`src/rtl/mul_seq_ctrl.sv`:
```
// Iterative RV32M multiply sequencer: radix-2 shift-add over XLEN cycles on operand
// magnitudes, sign fix-up in a final cycle, then a registered result with a done pulse.
module mul_seq_ctrl #(
    parameter int XLEN = 32,
    parameter int CW   = 5
) (
    input  logic            clk,
    input  logic            reset,
    input  logic            start,
    input  logic            kill,
    input  logic [1:0]      op,
    input  logic [XLEN-1:0] op_a,
    input  logic [XLEN-1:0] op_b,
    output logic            busy,
    output logic            done,
    output logic [XLEN-1:0] result
);

    localparam logic [1:0] OP_MUL    = 2'b00;
    localparam logic [1:0] OP_MULH   = 2'b01;
    localparam logic [1:0] OP_MULHSU = 2'b10;

    typedef enum logic [1:0] {
        ST_IDLE = 2'b00,
        ST_CALC = 2'b01,
        ST_FIX  = 2'b10
    } state_e;

    state_e              state_q, state_d;
    logic [CW-1:0]       cnt_q, cnt_d;
    logic [XLEN-1:0]     mcand_q, mcand_d;
    logic [2*XLEN-1:0]   acc_q, acc_d;
    logic [1:0]          op_q, op_d;
    logic                neg_q, neg_d;
    logic                done_q, done_d;
    logic [XLEN-1:0]     result_q, result_d;

    logic                a_signed_s;
    logic                b_signed_s;
    logic [XLEN:0]       sum_s;
    logic [2*XLEN-1:0]   product_s;

    function automatic logic [XLEN-1:0] magnitude(input logic [XLEN-1:0] v, input logic is_signed);
        // -2^(XLEN-1) maps onto itself, which is the correct unsigned magnitude
        if (is_signed && v[XLEN-1]) begin
            return ~v + {{(XLEN-1){1'b0}}, 1'b1};
        end else begin
            return v;
        end
    endfunction

    function automatic logic [2*XLEN-1:0] negate_wide(input logic [2*XLEN-1:0] v);
        return ~v + {{(2*XLEN-1){1'b0}}, 1'b1};
    endfunction

    assign busy   = (state_q != ST_IDLE);
    assign done   = done_q;
    assign result = result_q;

    // Next-state, datapath and output computation for the multiply sequencer.
    always_comb begin
        state_d    = state_q;
        cnt_d      = cnt_q;
        mcand_d    = mcand_q;
        acc_d      = acc_q;
        op_d       = op_q;
        neg_d      = neg_q;
        done_d     = 1'b0;
        result_d   = result_q;
        a_signed_s = (op == OP_MULH) || (op == OP_MULHSU);
        b_signed_s = (op == OP_MULH);
        sum_s      = {1'b0, acc_q[2*XLEN-1:XLEN]}
                   + (acc_q[0] ? {1'b0, mcand_q} : {(XLEN+1){1'b0}});
        product_s  = neg_q ? negate_wide(acc_q) : acc_q;

        case (state_q)
            ST_IDLE: begin
                if (start && !kill) begin
                    // acc_lo doubles as the multiplier shift register
                    mcand_d = magnitude(op_a, a_signed_s);
                    acc_d   = {{XLEN{1'b0}}, magnitude(op_b, b_signed_s)};
                    op_d    = op;
                    neg_d   = (a_signed_s & op_a[XLEN-1]) ^ (b_signed_s & op_b[XLEN-1]);
                    cnt_d   = CW'(XLEN - 1);
                    state_d = ST_CALC;
                end else begin
                    state_d = ST_IDLE;
                end
            end
            ST_CALC: begin
                if (kill) begin
                    state_d = ST_IDLE;
                end else begin
                    acc_d = {sum_s, acc_q[XLEN-1:1]};
                    if (cnt_q == {CW{1'b0}}) begin
                        state_d = ST_FIX;
                    end else begin
                        cnt_d = cnt_q - {{(CW-1){1'b0}}, 1'b1};
                    end
                end
            end
            ST_FIX: begin
                if (kill) begin
                    state_d = ST_IDLE;
                end else begin
                    if (op_q == OP_MUL) begin
                        result_d = product_s[XLEN-1:0];
                    end else begin
                        result_d = product_s[2*XLEN-1:XLEN];
                    end
                    done_d  = 1'b1;
                    state_d = ST_IDLE;
                end
            end
            default: begin
                state_d = ST_IDLE;
            end
        endcase
    end

    // State, datapath and output registers with asynchronous active-low reset.
    always_ff @(posedge clk or negedge reset) begin
        if (!reset) begin
            state_q  <= ST_IDLE;
            cnt_q    <= {CW{1'b0}};
            mcand_q  <= {XLEN{1'b0}};
            acc_q    <= {(2*XLEN){1'b0}};
            op_q     <= 2'b00;
            neg_q    <= 1'b0;
            done_q   <= 1'b0;
            result_q <= {XLEN{1'b0}};
        end else begin
            state_q  <= state_d;
            cnt_q    <= cnt_d;
            mcand_q  <= mcand_d;
            acc_q    <= acc_d;
            op_q     <= op_d;
            neg_q    <= neg_d;
            done_q   <= done_d;
            result_q <= result_d;
        end
    end

endmodule

```
`config.mk`:
```
export PLATFORM = sky130hd
export DESIGN_NAME = mul_seq_ctrl
export DESIGN_NICKNAME = d
export VERILOG_FILES = /design/src/rtl/mul_seq_ctrl.sv
export SDC_FILE = /design/constraint.sdc
export NUM_CORES = 1
export LEC_CHECK = 0
export BUFFER_PORTS_ARGS = -buffer_cell sky130_fd_sc_hd__buf_2
export CAP_MARGIN = 15
export CORE_MARGIN = 2
export CORE_UTILIZATION = 30
export CTS_CLUSTER_DIAMETER = 200
export DETAILED_ROUTE_END_ITERATION = 8
export GPL_ROUTABILITY_DRIVEN = 0
export HOLD_SLACK_MARGIN = 0.12
export SYNTH_ARGS = -nofsm -noshare
export SYNTH_HDL_FRONTEND = slang
export SYNTH_SLANG_ARGS = --single-unit
```
`constraint.sdc`:
```
create_clock -name clk -period 3.1 [get_ports clk]
set_clock_uncertainty 0.1 [all_clocks]
set_input_delay 0.155 -clock clk [delete_from_list [all_inputs] [get_ports clk]]
set_output_delay 0.155 -clock clk [all_outputs]
set_load 0.05 [all_outputs]
```
* Word level (Yosys, flattened, before mapping)
Cells that the tools add are included.
** Word-level totals
- Output and inout bits :: 34
- Register bits after elaboration :: 139
** Cells by class
- Eq/ne operators :: 8
- Bitwise gates (word level) :: 7
- Reduce and logical (&&, ||, !) cells :: 14
- Mux-type cells :: 18
- Add/sub/neg operators :: 5
** Operators with widths (count)
- 64-bit two-way mux :: 3
- 32-bit two-way mux :: 4
- 64-bit one-hot mux with 2 select lines :: 1
- 32-bit by 1-bit adder with 32-bit output, second input constant :: 2
- 64-bit by 1-bit adder with 64-bit output, second input constant :: 1
- 32-bit NOT :: 2
- 64-bit NOT :: 1
- 32-bit by 32-bit adder with 33-bit output :: 1
- 5-bit two-way mux :: 3
- 5-bit one-hot mux with 2 select lines :: 1
- 2-bit != test, second input constant :: 3
- 5-bit zero test :: 1
- 5-bit by 1-bit subtractor with 5-bit output, second input constant :: 1
- 2-bit by 1-bit equality test with 1-bit output, second input constant :: 2
- 2-bit equality test, second input constant :: 2
- 2-bit zero test :: 2
- 2-bit two-way mux :: 2
- 2-bit one-hot mux with 2 select lines :: 1
- 2-bit AND reduction :: 2
- 4-bit AND reduction :: 1
- 2-bit nonzero test :: 2
- 1-bit logical AND :: 3
- 1-bit two-way mux :: 3
- 3-bit != test, second input constant :: 1
- 6 further kinds :: 7

* Logic depth before layout (Yosys ltp)
- Depth in word-level cells :: 5
- Mapped depth :: 14
- Gate-level depth less buffers :: 12

* Worst setup path after synthesis
Ideal clock, no wire load.
- Path kind :: register to register
- Start point :: register acc_q[0]
- End point :: register acc_q[53]
- Stages on the path, launching flop included :: 15
- Required time :: 2.917 ns
- Setup slack :: -0.003 ns
- Setup time :: 0.083 ns
- Data arrival time :: 2.920 ns
- Path through :: dfrtp_1 -> clkbuf_1 -> clkbuf_1 -> and2_1 -> ha_1 -> inv_1 -> fa_1 -> nor2b_1 -> o31a_1 -> o31ai_1 -> a31oi_1 -> a41oi_1 -> or2_2 -> xor2_1 -> o21ai_0
** On the way
- Cells in the longest elaborated chain, start to end :: 4
** Ends and longest elaborated chain
- start: declaration :: RTL line 32 : logic [2*XLEN-1:0] acc_q, acc_d;
- start signal: assignment :: RTL line 127 : acc_q <= {(2*XLEN){1'b0}};
- 32-bit two-way mux :: RTL line 73 : + (acc_q[0] ? {1'b0, mcand_q} : {(XLEN+1){1'b0}});
- 32-bit by 32-bit adder with 33-bit output :: RTL line 73
- 64-bit two-way mux :: RTL line 91 : if (kill) begin
- 64-bit one-hot mux with 2 select lines :: RTL line 76 : case (state_q)
Every way passes these cells. The select of a mux whose other input is x is not followed.
A chain may end at the register's enable or synchronous reset.

* Final worst setup path
- Start point :: register acc_q[17]
- End point :: register result_q[26] (netlist: result[26])
** On the way
- Cells in the longest elaborated chain, start to end :: 4
** Ends and longest elaborated chain
- 64-bit NOT :: RTL line 53 : return ~v + {{(2*XLEN-1){1'b0}}, 1'b1};
- 64-bit by 1-bit adder with 64-bit output :: RTL line 53
- 64-bit two-way mux :: RTL line 74 : product_s = neg_q ? negate_wide(acc_q) : acc_q;
- 32-bit two-way mux :: RTL line 106 : if (op_q == OP_MUL) begin
- end signal: assignment :: RTL line 131 : result_q <= {XLEN{1'b0}};
- end signal: assignment :: RTL line 140 : result_q <= result_d;
- end: declaration :: RTL line 36 : logic [XLEN-1:0] result_q, result_d;
Every way passes these cells.

==> impl_metrics.env <==
export IMPL_status="completed"
export IMPL_cap_violations=0
export IMPL_syn_area_per_cell_um2=8.21
export IMPL_numCtsBuffers=17
export IMPL_dpl_cell_count=1786
export IMPL_worstPathRequired_ns=3.27
export IMPL_post_cts_buffers=0
export IMPL_grt_pass1_vias=9281
export IMPL_pwr_share_clk_pct=24.3
export IMPL_antenna_left=0
export IMPL_timing_final_crit_share_pct=98.0
export IMPL_fin_cells=1891
export IMPL_async_reset_ff_share_pct=100
export IMPL_cts_num_sinks=139
export IMPL_start_util_pct=30.7
export IMPL_finalPower_uw=8800
export IMPL_core_um2=32700
export IMPL_start_kind="flip-flop"
export IMPL_synthCells=1222
export IMPL_grt_pass1_wl_um=49400
export IMPL_ios=104
export IMPL_synth_edff_count=0
export IMPL_rsz0062_at_grt="true"
export IMPL_yosys_cell_types_count=63
export IMPL_fin_setup_tns_ns=0
export IMPL_fin_crit_ns=3.04
export IMPL_endpoint_kind="flip-flop"
export IMPL_slew_headroom_pct=53.1
export IMPL_yosys_area_top_type_share_pct=34.7
export IMPL_ys_seq_area_share_pct=34.7
export IMPL_peakVddDrop_mv=0.428
export IMPL_cp_arrival_ns=3.21
export IMPL_drt_initial_drc_count=692
export IMPL_yosysTopAreaCell="dfrtp_1"
export IMPL_path_max_fanout=5
export IMPL_place_ws_ns=-0.0152
export IMPL_firstDrtPassIters=5
export IMPL_crit_family="simple AND/OR/NAND/NOR gates"
export IMPL_cts_tree="done"
export IMPL_drive_gt1_share_pct=18.1
export IMPL_hp_class="input port to flip-flop"
export IMPL_gr_usage_all_layers_pct=17.5
export IMPL_drc=0
export IMPL_p_seq_share_pct=30.9
export IMPL_antenna_found_initial=0
export IMPL_htreeDepth=4
export IMPL_hpwl_um=23300
export IMPL_crit_path_max_incr_delay_ns=0.55
export IMPL_leakage_uw=0.00573
export IMPL_maxSlewViolCount=0
export IMPL_p_int_uw=5170
export IMPL_cts_root_buf="clkbuf_16"
export IMPL_die_h_um=187
export IMPL_synth_fp_nets=1331
export IMPL_areaGrowthSynthToFinish_pct=29.0
export IMPL_crit_slowest_cell="or4_1"
export IMPL_die_w_um=187
export IMPL_reg2reg_setup_slack_ns=0.06
export IMPL_max_freq_mhz=329
export IMPL_overflow=0
export IMPL_p_sw_uw=3630
export IMPL_crit_chain="or4_1, or3_1, buf_4, or3_1, o41ai_1, xor2_1, o221ai_1"
export IMPL_ys_top_cells_by_area="dfrtp_1, o21ai_0, nand2_1, xnor2_1, xor2_1"
export IMPL_via_count=9709
export IMPL_wl_per_cell_um=16.3
export IMPL_die_area_um2=34900
export IMPL_insertion_delay_ns=0.43
export IMPL_p_sw_share_pct=41.2
export IMPL_worstMarginPinSlew_ns=0.703
export IMPL_cts_max_path_buffers=2
export IMPL_worst_slack_ns=0.0617
export IMPL_core_rowCount=66
export IMPL_grt_start_max_net_pins=76
export IMPL_crit_buf_inv=1
export IMPL_clk_pin_slew_ns=0.07
export IMPL_hold_viol=0
export IMPL_power_frac_comb_pct=44.8
export IMPL_finalSetupViolations=0
export IMPL_drt_wl_total_um=30900
export IMPL_p_per_area_nw_per_um2=680
export IMPL_yosys_register_bits=139
export IMPL_yosys_warnings=0
export IMPL_final_nets=1544
export IMPL_port_buffers=103
export IMPL_path_common_cell="or3_1"
export IMPL_viasPerCell=5.13
export IMPL_syn_area_um2=10000
export IMPL_worstSetupPathType="flip-flop to flip-flop"
export IMPL_synthFlopType="dfrtp_1"
## flip-flops by register name, summed over array words and instances, names as in the netlist
name and cells:
neg_q 1, acc_q 64, mcand_q 32, done 1, result 32, op_q 2, state_q 2, cnt_q 5
## layout make-up
| class | instances | area (µm²) |
|---|---|---|
| well taps | 442 | 553 |
| diodes | 1 | 2.50 |
| multi-input cells | 989 | 6330 |
| clock inverters | 13 | 165 |
| flip-flops and latches | 139 | 3480 |
| clock buffers | 19 | 443 |
| repair buffers | 255 | 1860 |
| inverters | 33 | 124 |
| fillers | 3374 | 19800 |
## cell usage in the layout, fill, tap and decap left out, types with 19 or more instances in the layout
cell	n
ha_1	37
nor2_1	83
and2_1	36
dfrtp_1	138
a21oi_1	86
nand3_1	19
dlygate4sd3_1	72
o21ai_0	141
buf_2	102
xnor2_1	68
inv_1	32
o31ai_1	23
xor2_1	65
nand2_1	161
buf_4	79
## per-layer routing
layer	wire [µm]	track usage (%)	vias up
met5	0	0	-
met4	590	4.55	0
met3	1450	2.61	32
met2	13300	27.1	240
met1	15500	25.4	4600
li1	-	-	4837
## final timing paths
check                          start         end  depth (start not counted)
setup / recovery           acc_q[17]  result[26]                          7
hold reg to reg            result[3]   result[3]                          2
setup reg to reg           acc_q[17]  result[26]                          7
min in group asynchronous      reset    acc_q[5]                          2
max in group asynchronous      reset   acc_q[40]                          3
hold / removal              op_b[11]   acc_q[11]                          5
## logic make-up after synthesis
group / Yosys count / share of synthesized area [%]
AND/OR/NAND/NOR: 418 / 20.4
XOR/XNOR: 133 / 11.6
multiplexers: 5 / 0.499
flip-flops: 139 / 34.7
AO/OA/AOI/OAI: 394 / 24.4
buffers and inverters: 94 / 3.53
adder cells (fa/ha/maj): 39 / 4.94
## power groups by stage
| stage | logic [µW] | registers (µW) | clock network (µW) |
|---|---|---|---|
| after floorplan | 2380 | 2640 | 0 |
| after global placement | 3670 | 2730 | 0 |
| after detailed placement | 3720 | 2740 | 0 |
| after CTS | 3820 | 2710 | 2160 |
| after global routing | 4330 | 2780 | 2250 |
| final | 3940 | 2720 | 2140 |
## stage by stage
stage / hold slack (ns) / area (µm²) / util [%]
after floorplan: -0.241 / 10000 / -
after global placement: 0.0969 / 11500 / 35.2
after detailed placement: 0.0943 / 11500 / 35.2
after CTS: 0.120 / 12800 / 39.3
after global routing: 0.155 / 12900 / 39.6
final: 0.101 / 13000 / 39.6
## cell usage after synthesis, drive strengths merged, types with 6 or more instances
master / count
or4: 13
xnor2: 68
nand3: 21
and3: 7
nand2b: 14
a21oi: 88
a21o: 9
or2: 6
a211oi: 12
o21bai: 10
nand3b: 6
clkbuf: 57
o31ai: 29
and2: 36
nor2: 84
inv: 32
nor3: 17
nor4: 19
o221ai: 16
ha: 38
nand2: 161
o41ai: 16
or3: 14
xor2: 65
dfrtp: 139
o21ai: 153
a31oi: 16
## worst reg2reg max path, delay by kind of cell (launching register included)
kind	cells	cell delay, ns
flops	1	0.38
buf+inv	1	0.19
xor+xnor	1	0.39
compound gates	2	0.51
simple gates	3	1.32
## what timing repair did
item                                    CTS  global route
endpoints found under the setup margin    1            24
pin swaps                                 0             1
hold buffers                             72             0
endpoints found under the hold margin   127             0
gates resized for setup                   1            25
(Power assumes the default switching activity.)
